==> src/rtl/star_scan.sv <==
// rtl/star_scan.sv - raster scan of the frame buffer for the first star-coloured pixel
// Optional resume-after-find support is enabled with STAR_SCAN_RESUME_EN.
module star_scan #(
    parameter int              xSz      = 8,
    parameter int              ySz      = 7,
    parameter int              colSz    = 4,
    parameter int              WIDTH    = 160,
    parameter int              HEIGHT   = 120,
    parameter logic [colSz-1:0] STAR_COL = 4'hF
) (
    input  logic             clk,
    input  logic             resetn,
    input  logic             goScan,
`ifdef STAR_SCAN_RESUME_EN
    input  logic             resumeScan,
`endif
    input  logic [colSz-1:0] pixVal,
    output logic [14:0]      addressRead,
    output logic [xSz-1:0]   xOut,
    output logic [ySz-1:0]   yOut,
    output logic             starFound,
    output logic             doneScan,
    output logic             busy
);

    localparam logic [xSz-1:0] X_LAST = xSz'(WIDTH - 1);
    localparam logic [ySz-1:0] Y_LAST = ySz'(HEIGHT - 1);

    typedef enum logic [1:0] {IDLE, SCAN, FOUND, DONE} state_t;

    state_t         state, state_nxt;
    logic [xSz-1:0] x, x_d;
    logic [ySz-1:0] y, y_d;
    logic           v_d, last_d, issuing;
    logic           resume_req;
    logic           at_last, go_start, resume_go, star_hit, frame_end;

`ifdef STAR_SCAN_RESUME_EN
    assign resume_req = resumeScan;
`else
    assign resume_req = 1'b0;
`endif

    assign at_last   = (x == X_LAST) && (y == Y_LAST);
    assign go_start  = (state != SCAN) && goScan;
    assign resume_go = (state == FOUND) && !goScan && resume_req;
    assign star_hit  = (state == SCAN) && v_d && (pixVal == STAR_COL);
    assign frame_end = (state == SCAN) && v_d && last_d && !star_hit;

    always_ff @(posedge clk or negedge resetn) begin
        if (!resetn)
            state <= IDLE;
        else
            state <= state_nxt;
    end

    always_comb begin
        state_nxt = state;
        case (state)
            IDLE, DONE: if (goScan) state_nxt = SCAN;
            FOUND: begin
                if (goScan)
                    state_nxt = SCAN;
                else if (resume_req)
                    state_nxt = issuing ? SCAN : DONE;
            end
            SCAN: begin
                if (star_hit)
                    state_nxt = FOUND;
                else if (frame_end)
                    state_nxt = DONE;
            end
            default: state_nxt = IDLE;
        endcase
    end

    always_comb begin
        busy = (state == SCAN);
    end

    // Counters hold on a hit so a resume restarts at the discarded address (found index + 1).
    always_ff @(posedge clk or negedge resetn) begin
        if (!resetn) begin
            x           <= '0;
            y           <= '0;
            addressRead <= '0;
            x_d         <= '0;
            y_d         <= '0;
            v_d         <= 1'b0;
            last_d      <= 1'b0;
            issuing     <= 1'b0;
            xOut        <= '0;
            yOut        <= '0;
            starFound   <= 1'b0;
            doneScan    <= 1'b0;
        end else if (go_start) begin
            x           <= '0;
            y           <= '0;
            addressRead <= '0;
            v_d         <= 1'b0;
            issuing     <= 1'b1;
            starFound   <= 1'b0;
            doneScan    <= 1'b0;
        end else if (resume_go) begin
            v_d       <= 1'b0;
            starFound <= 1'b0;
            doneScan  <= !issuing;
        end else if (state == SCAN) begin
            if (star_hit) begin
                xOut      <= x_d;
                yOut      <= y_d;
                starFound <= 1'b1;
                v_d       <= 1'b0;
            end else if (frame_end) begin
                doneScan <= 1'b1;
                v_d      <= 1'b0;
            end else begin
                v_d    <= issuing;
                x_d    <= x;
                y_d    <= y;
                last_d <= at_last;
                if (issuing) begin
                    if (at_last) begin
                        issuing <= 1'b0;
                    end else begin
                        addressRead <= addressRead + 15'd1;
                        if (x == X_LAST) begin
                            x <= '0;
                            y <= y + 1'b1;
                        end else begin
                            x <= x + 1'b1;
                        end
                    end
                end
            end
        end
    end

endmodule

==> config.mk <==
export PLATFORM = sky130hd
export DESIGN_NAME = star_scan
export DESIGN_NICKNAME = d
export VERILOG_FILES = /design/src/rtl/star_scan.sv
export SDC_FILE = /design/constraint.sdc
export NUM_CORES = 1
export LEC_CHECK = 0
export BUFFER_PORTS_ARGS = -buffer_cell sky130_fd_sc_hd__buf_4
export CORE_ASPECT_RATIO = 0.6
export CORE_MARGIN = 5
export CORE_UTILIZATION = 57
export DETAILED_ROUTE_END_ITERATION = 8
export GPL_TIMING_DRIVEN = 0
export PLACE_DENSITY = 0.89
export SLEW_MARGIN = 10
export SYNTH_ARGS = -nofsm -noshare
export SYNTH_HDL_FRONTEND = slang
export SYNTH_SLANG_ARGS = --single-unit
==> constraint.sdc <==
create_clock -name clk -period 2.6 [get_ports clk]
set_clock_uncertainty 0.2 [all_clocks]
set_input_delay 0.26 -clock clk [delete_from_list [all_inputs] [get_ports clk]]
set_output_delay 0.26 -clock clk [all_outputs]
set_load 0.01 [all_outputs]
== After elaboration in Yosys (flattened, before gate mapping) ==
Index checks and enable logic that the tools add are counted.

* Register bits: 67
* Input port bits: 7
* Output and inout bits: 33
* Logic and storage cells: 94

* Add/subtract/negate cells: 3
* Bitwise operators: 3
* Reduce and logical (&&, ||, !) cells: 22
* Multiplexer cells: 41
* Eq/ne operators: 12

{| class="wikitable"
|+ Operator list
! operator !! count
|-
| $mux W15 || 6
|-
| $mux W8 || 7
|-
| $mux W7 || 7
|-
| $mux W1 || 17
|-
| $add A15 B1 Y15 const B || 1
|-
| $reduce_bool A2 Y1 || 5
|-
| $reduce_and A3 Y1 || 3
|-
| $add A8 B1 Y8 const B || 1
|-
| $eq A8 B8 Y1 const B || 1
|-
| $add A7 B1 Y7 const B || 1
|-
| $eq A7 B7 Y1 const B || 1
|-
| $logic_and A1 B1 Y1 || 6
|-
| $mux W2 || 3
|-
| $ne A2 B1 Y1 const B || 3
|-
| $reduce_and A6 Y1 || 1
|-
| $reduce_and A5 Y1 || 1
|-
| $eq A2 B2 Y1 const B || 2
|-
| $eq A4 B4 Y1 const B || 1
|-
| $ne A2 B2 Y1 const B || 2
|-
| $pmux W2 S2 || 1
|-
| $reduce_and A2 Y1 || 2
|-
| $reduce_and A4 Y1 || 1
|-
| $ne A3 B1 Y1 const B || 1
|-
| $not A1 Y1 || 3
|-
| other kinds (4) || 4
|}

== Depth between registers and ports, before layout ==
* Depth in word-level cells: 9
* Depth in mapped cells: 7

== Worst setup path before layout ==
Ideal clock, no wire load.

* Path kind: register to register
* From: register x[0]
* To: register y[5]
* Setup time: 0.076 ns
* Path slack: 0.617 ns
* Cell stages (with the launch flop): 6
* Path buffers: 0
* Arrival time: 1.706 ns
* Cell sequence: dfrtp_1 -> ha_1 -> nand4bb_1 -> or2_4 -> or4_1 -> o21ai_1

* Cells in the longest elaborated chain, start to end: 4
* Elaborated cells on any way between the ends: 5
* Those cells by class: eq/ne (2); reduce/logical (3)

{| class="wikitable"
|+ RTL lines
! what !! line !! source
|-
| start: declaration || 32 || <nowiki>logic [xSz-1:0] x, x_d;</nowiki>
|-
| start signal: assignment || 131 || <nowiki>x <= x + 1'b1;</nowiki>
|-
| $eq A8 B8 Y1 (*) || 44, 127 ||
|-
| $logic_and A1 B1 Y1 || 44 || <nowiki>assign at_last = (x == X_LAST) && (y == Y_LAST);</nowiki>
|-
| $ne A2 B1 Y1 (no source line) || n/a ||
|-
| $reduce_and A6 Y1 (no source line) (*) || n/a ||
|-
| end signal: assignment || 129 || <nowiki>y <= y + 1'b1;</nowiki>
|-
| end: declaration || 33 || <nowiki>logic [ySz-1:0] y, y_d;</nowiki>
|}

Mark *: on every way between the ends. The rest lies on a longest branch, timed or not.
A chain may end at the register's enable or synchronous reset.

== Worst setup path in the final report ==
* From: register x[0]
* To: register addressRead[2]

* Cells in the longest elaborated chain, start to end: 4

{| class="wikitable"
|+ RTL lines
! what !! line !! source
|-
| $eq A8 B8 Y1 || 44 ||
|-
| $logic_and A1 B1 Y1 || 44 ||
|-
| $ne A2 B1 Y1 (no source line) || n/a ||
|-
| $reduce_and A5 Y1 (no source line) || n/a ||
|-
| end signal: assignment || 126 || <nowiki>addressRead <= addressRead + 15'd1;</nowiki>
|-
| end: declaration || 18 || <nowiki>output logic [14:0] addressRead,</nowiki>
|}

Every way passes these cells.

==> summary.txt <==
Synthesis
  • Proportion of synthesized flip-flops having asynchronous set or reset: 100%
  • Most common flop cell mapped by yosys: sky130_fd_sc_hd__dfrtp_1
  • Post-synthesis instance total: 274
  • Area of the mapped netlist: 3110 um^2
  • Count of unique library cells instantiated by Yosys: 50
  • Mean instance size in the synthesized netlist: 11.4 um^2
  • Number of enable flip-flop cells after synthesis: 0
  • #FFs+latches synth: 67
  • Syn Nets: 284
  • Portion of the post-synthesis area used by sequential elements: 53.9%
  • Warnings from Yosys: 0
  • Cell accounting for the most synthesized area: sky130_fd_sc_hd__dfrtp_1
  • Largest cells by area after synthesis: sky130_fd_sc_hd__dfrtp_1 (54%), sky130_fd_sc_hd__mux2_2 (11%), sky130_fd_sc_hd__nand2_1 (4.1%)
  • Proportion of netlist area held by the largest area contributor: 53.9%

Route
  • Final routed wire length divided by cell count: 17.0 um
  • First-pass DRT Iterations: 5
  • Drt via density: 6.08
  • Final Routed Wirelength: 6.77 mm
  • Drt initial violations: 169
  • DRC errors left: 0
  • Via count: 2415
  • Remaining antenna violation count after routing: 0

Setup path
  • Worst R2R Setup Slack: 0.25 ns
  • Worst Setup Start Kind: flip-flop
  • Dominant delay contributor by cell family on the critical path: simple AND/OR/NAND/NOR gates
  • Reg-to-Reg Start: x[0]
  • Type of the worst setup path: flip-flop to flip-flop
  • Standard cell with the maximum stage delay on the critical path: sky130_fd_sc_hd__dfrtp_1
  • WP data required: 2.66 ns
  • CP Launch Point: x[0]
  • Register-to-Register Path Depth: 7
  • Critical path buffer and inverter count: 1
  • Destination of the critical timing path: addressRead[2]
  • Longest individual stage delay on the worst path: 0.49 ns
  • Logic depth of the worst path, buffers included: 7
  • Crit path capture type: flip-flop
  • Critical path, cell by cell: ha_1, nand4bb_1, nor2_2, a21oi_2, buf_4, nand2_1, mux2i_1
  • Critical register-to-register path endpoint: addressRead[2]
  • Worst Path Arrival: 2.41 ns
  • Largest fanout of any net on the critical path: 10

Floorplan
  • Vertical die dimension: 67.2 um
  • Number of placement rows: 20
  • Overall die area: 7090 um^2
  • Top-Level Pins: 40
  • Effective utilization at floorplan: 60.1%
  • Die Wd: 105 um
  • Core region area: 5180 um^2

Status
  • Run status: completed

Place
  • Number of buffers added on ports: 39
  • Instance area after placement: 3490 um^2
  • Worst-case setup slack after placement: 0.286 ns
  • Final RePlAce weighted congestion: 0.917
  • Detailed placement HPWL: 4.75 mm

Finish
  • Count of inserted antenna diode cells: 0
  • Multi-input gate area in the final layout: 1360 um^2
  • Growth of design area from synthesis to finish: 19.2%
  • Fillers: 369
  • Final core utilization: 71.6%
  • Sequential Area: 1680 um^2
  • Share of layout cells above drive strength 1: 29.9%
  • Post-layout instance area: 3710 um^2
  • Net count of the finished layout: 336

Clock network
  • Number of H-tree branching levels: 3
  • Resized cells post-CTS: 0
  • Number of clock buffers inserted by TritonCTS: 9
  • Clock tree from TritonCTS: built
  • Root Buffer: sky130_fd_sc_hd__clkbuf_8
  • Number of buffers on the longest clock path: 2
  • Clk sinks: 67
  • Skew-Pair Late Insertion Delay: 0.35 ns
  • Post-CTS clock slew at the launch and capture registers of the worst setup and hold paths: 0.07 ns

Timing
  • Number of max-slew violations in the final report: 0
  • Smallest setup slack after layout: 0.249 ns
  • Number of setup violations in the final report: 0
  • Number of failing hold endpoints at the final stage: 0
  • Worst Tran Pin Value: 0.819 ns
  • RSZ-0062 raised after global routing: no
  • Final period demand of the worst path: 2.35 ns
  • Total Neg Setup Slack: 0 ns
  • Max Clock Freq: 425 MHz
  • Headroom to the max-slew limit: 45.4%
  • Period Utilization, post-route: 90.4%

GRT
  • Initial antenna violation count: 0
  • Grt total ovfl: 0
  • Wire length of the first global-routing pass: 11.7 mm
  • Combined global-route utilization of all metal layers: 21.3%
  • Via count of the first global-routing pass: 2356
  • Pin count of the biggest net entering global routing: 68

Pwr
  • Reported leakage power: 1.77 nW
  • Total power divided by cell area: 816 nW/um^2
  • Overall power: 3.03 mW
  • Register share of total power: 46.7%
  • Worst supply voltage drop on vdd: 0.000623 V
  • Internal portion of total power: 2.11 mW
  • Switching Power: 0.919 mW
  • Clock network fraction of total power: 30.4%
  • Combinational share of power: 22.9%
  • Sw frac: 30.4%

Flow run
  • Max capacitance violation total: 0

Worst hold path
  • Hold WC Path Type: input pin to flip-flop
-- synth_stat cells, drive strengths merged (2+ instances only) --
master	instances
or4	3
inv	3
mux2i	9
a31oi	3
nand3b	2
o211ai	8
and4	2
mux2	31
buf	7
a21oi	7
nor4	3
o21ai	17
o31ai	4
nand4	10
a41oi	3
ha	3
or2	2
and3	7
nor3	5
nand3	14
clkbuf	2
nand2	34
nor2	12
dfrtp	67
-- cell type report --
| class | count | area share [%] |
|---|---|---|
| sequential | 67 | 45.2 |
| multi-input combinational | 194 | 36.7 |
| buffer | 9 | 1.55 |
| tap | 66 | 2.23 |
| inverter | 4 | 0.405 |
| clock inverter | 2 | 1.62 |
| clock buffer | 14 | 3.84 |
| timing repair buffer | 41 | 8.43 |
-- through the flow --
step / std cells / hold WS (ns)
after detailed placement: 379 / 0.211
after floorplan: 274 / -0.236
final: 397 / 0.245
after global routing: 397 / 0.263
after global placement: 379 / 0.210
after CTS: 397 / 0.224
-- cells in the final DEF (no fill, tap or decap), types with 5 or more instances in the layout --
master	netlist	layout
sky130_fd_sc_hd__buf_4	1	40
sky130_fd_sc_hd__o21ai_0	15	15
sky130_fd_sc_hd__clkbuf_8	0	9
sky130_fd_sc_hd__nor2_1	10	10
sky130_fd_sc_hd__dfrtp_1	67	67
sky130_fd_sc_hd__nand2_1	34	34
sky130_fd_sc_hd__nand3_1	13	13
sky130_fd_sc_hd__a21oi_1	5	5
sky130_fd_sc_hd__mux2i_1	9	9
sky130_fd_sc_hd__nor3_1	5	5
sky130_fd_sc_hd__o211ai_1	7	7
sky130_fd_sc_hd__mux2_2	31	31
sky130_fd_sc_hd__nand4_1	10	10
sky130_fd_sc_hd__and3_1	6	6
sky130_fd_sc_hd__clkbuf_1	2	7
-- state kept, by name (all words and copies together), names as in the netlist, 2 cells and up --
name and flops:
addressRead 15, y 7, state 2, x_d 8, y_d 7, x 8, yOut 7, xOut 8
-- repair_timing --
action | 4_1_cts | 5_1_grt
setup buffers | 0 | 0
hold buffers | 2 | 0
hold endpoints to repair | 69 | 0
-- power by group through the flow --
| stage | clock network [mW] | registers [mW] | logic, mW |
|---|---|---|---|
| global placement | 0 | 1.41 | 0.662 |
| detailed placement | 0 | 1.43 | 0.694 |
| global route | 0.992 | 1.44 | 0.777 |
| floorplan | 0 | 1.43 | 0.382 |
| finish | 0.920 | 1.41 | 0.694 |
| CTS | 0.934 | 1.41 | 0.701 |
-- routing by layer --
layer | vias to the layer above | track usage, % | wire length [um]
met5 | - | 0 | 0
met4 | 0 | 4.91 | 46
met3 | 6 | 8.21 | 429
met2 | 75 | 32.1 | 3070
met1 | 1204 | 29.5 | 3220
li1 | 1130 | - | -
-- how the worst min path moves through the flow --
stage | start | cells past startpoint | to | slack (ns)
floorplan | resetn | 0 | addressRead[0] | -0.24
global placement | resetn | 1 | addressRead[2] | 0.21
detailed placement | resetn | 1 | xOut[4] | 0.21
CTS | pixVal[0] | 5 | doneScan | 0.22
global route | pixVal[0] | 5 | last_d | 0.26
finish | pixVal[0] | 5 | doneScan | 0.24
-- worst register-to-register path: cells and delay by family (launching register included) --
| kind | cells | cell delay [ns] |
|---|---|---|
| flops | 1 | 0.49 |
| fa+ha+maj | 1 | 0.30 |
| buf+inv | 1 | 0.20 |
| mux | 1 | 0.22 |
| simple gates | 3 | 0.74 |
| compound gates | 1 | 0.11 |
-- cells by family (layout without fill, tap and decap cells) --
kind of cell / after synthesis / in the layout / share of synthesized area [%]
AO/OA/AOI/OAI: 51 / 51 / 11.4
adder cells (fa/ha/maj): 3 / 3 / 1.21
buffers and inverters: 13 / 70 / 2.33
flip-flops: 67 / 67 / 53.9
multiplexers: 40 / 40 / 14.1
AND/OR/NAND/NOR: 100 / 100 / 17.1
Power figures use the tool's default switching activity.
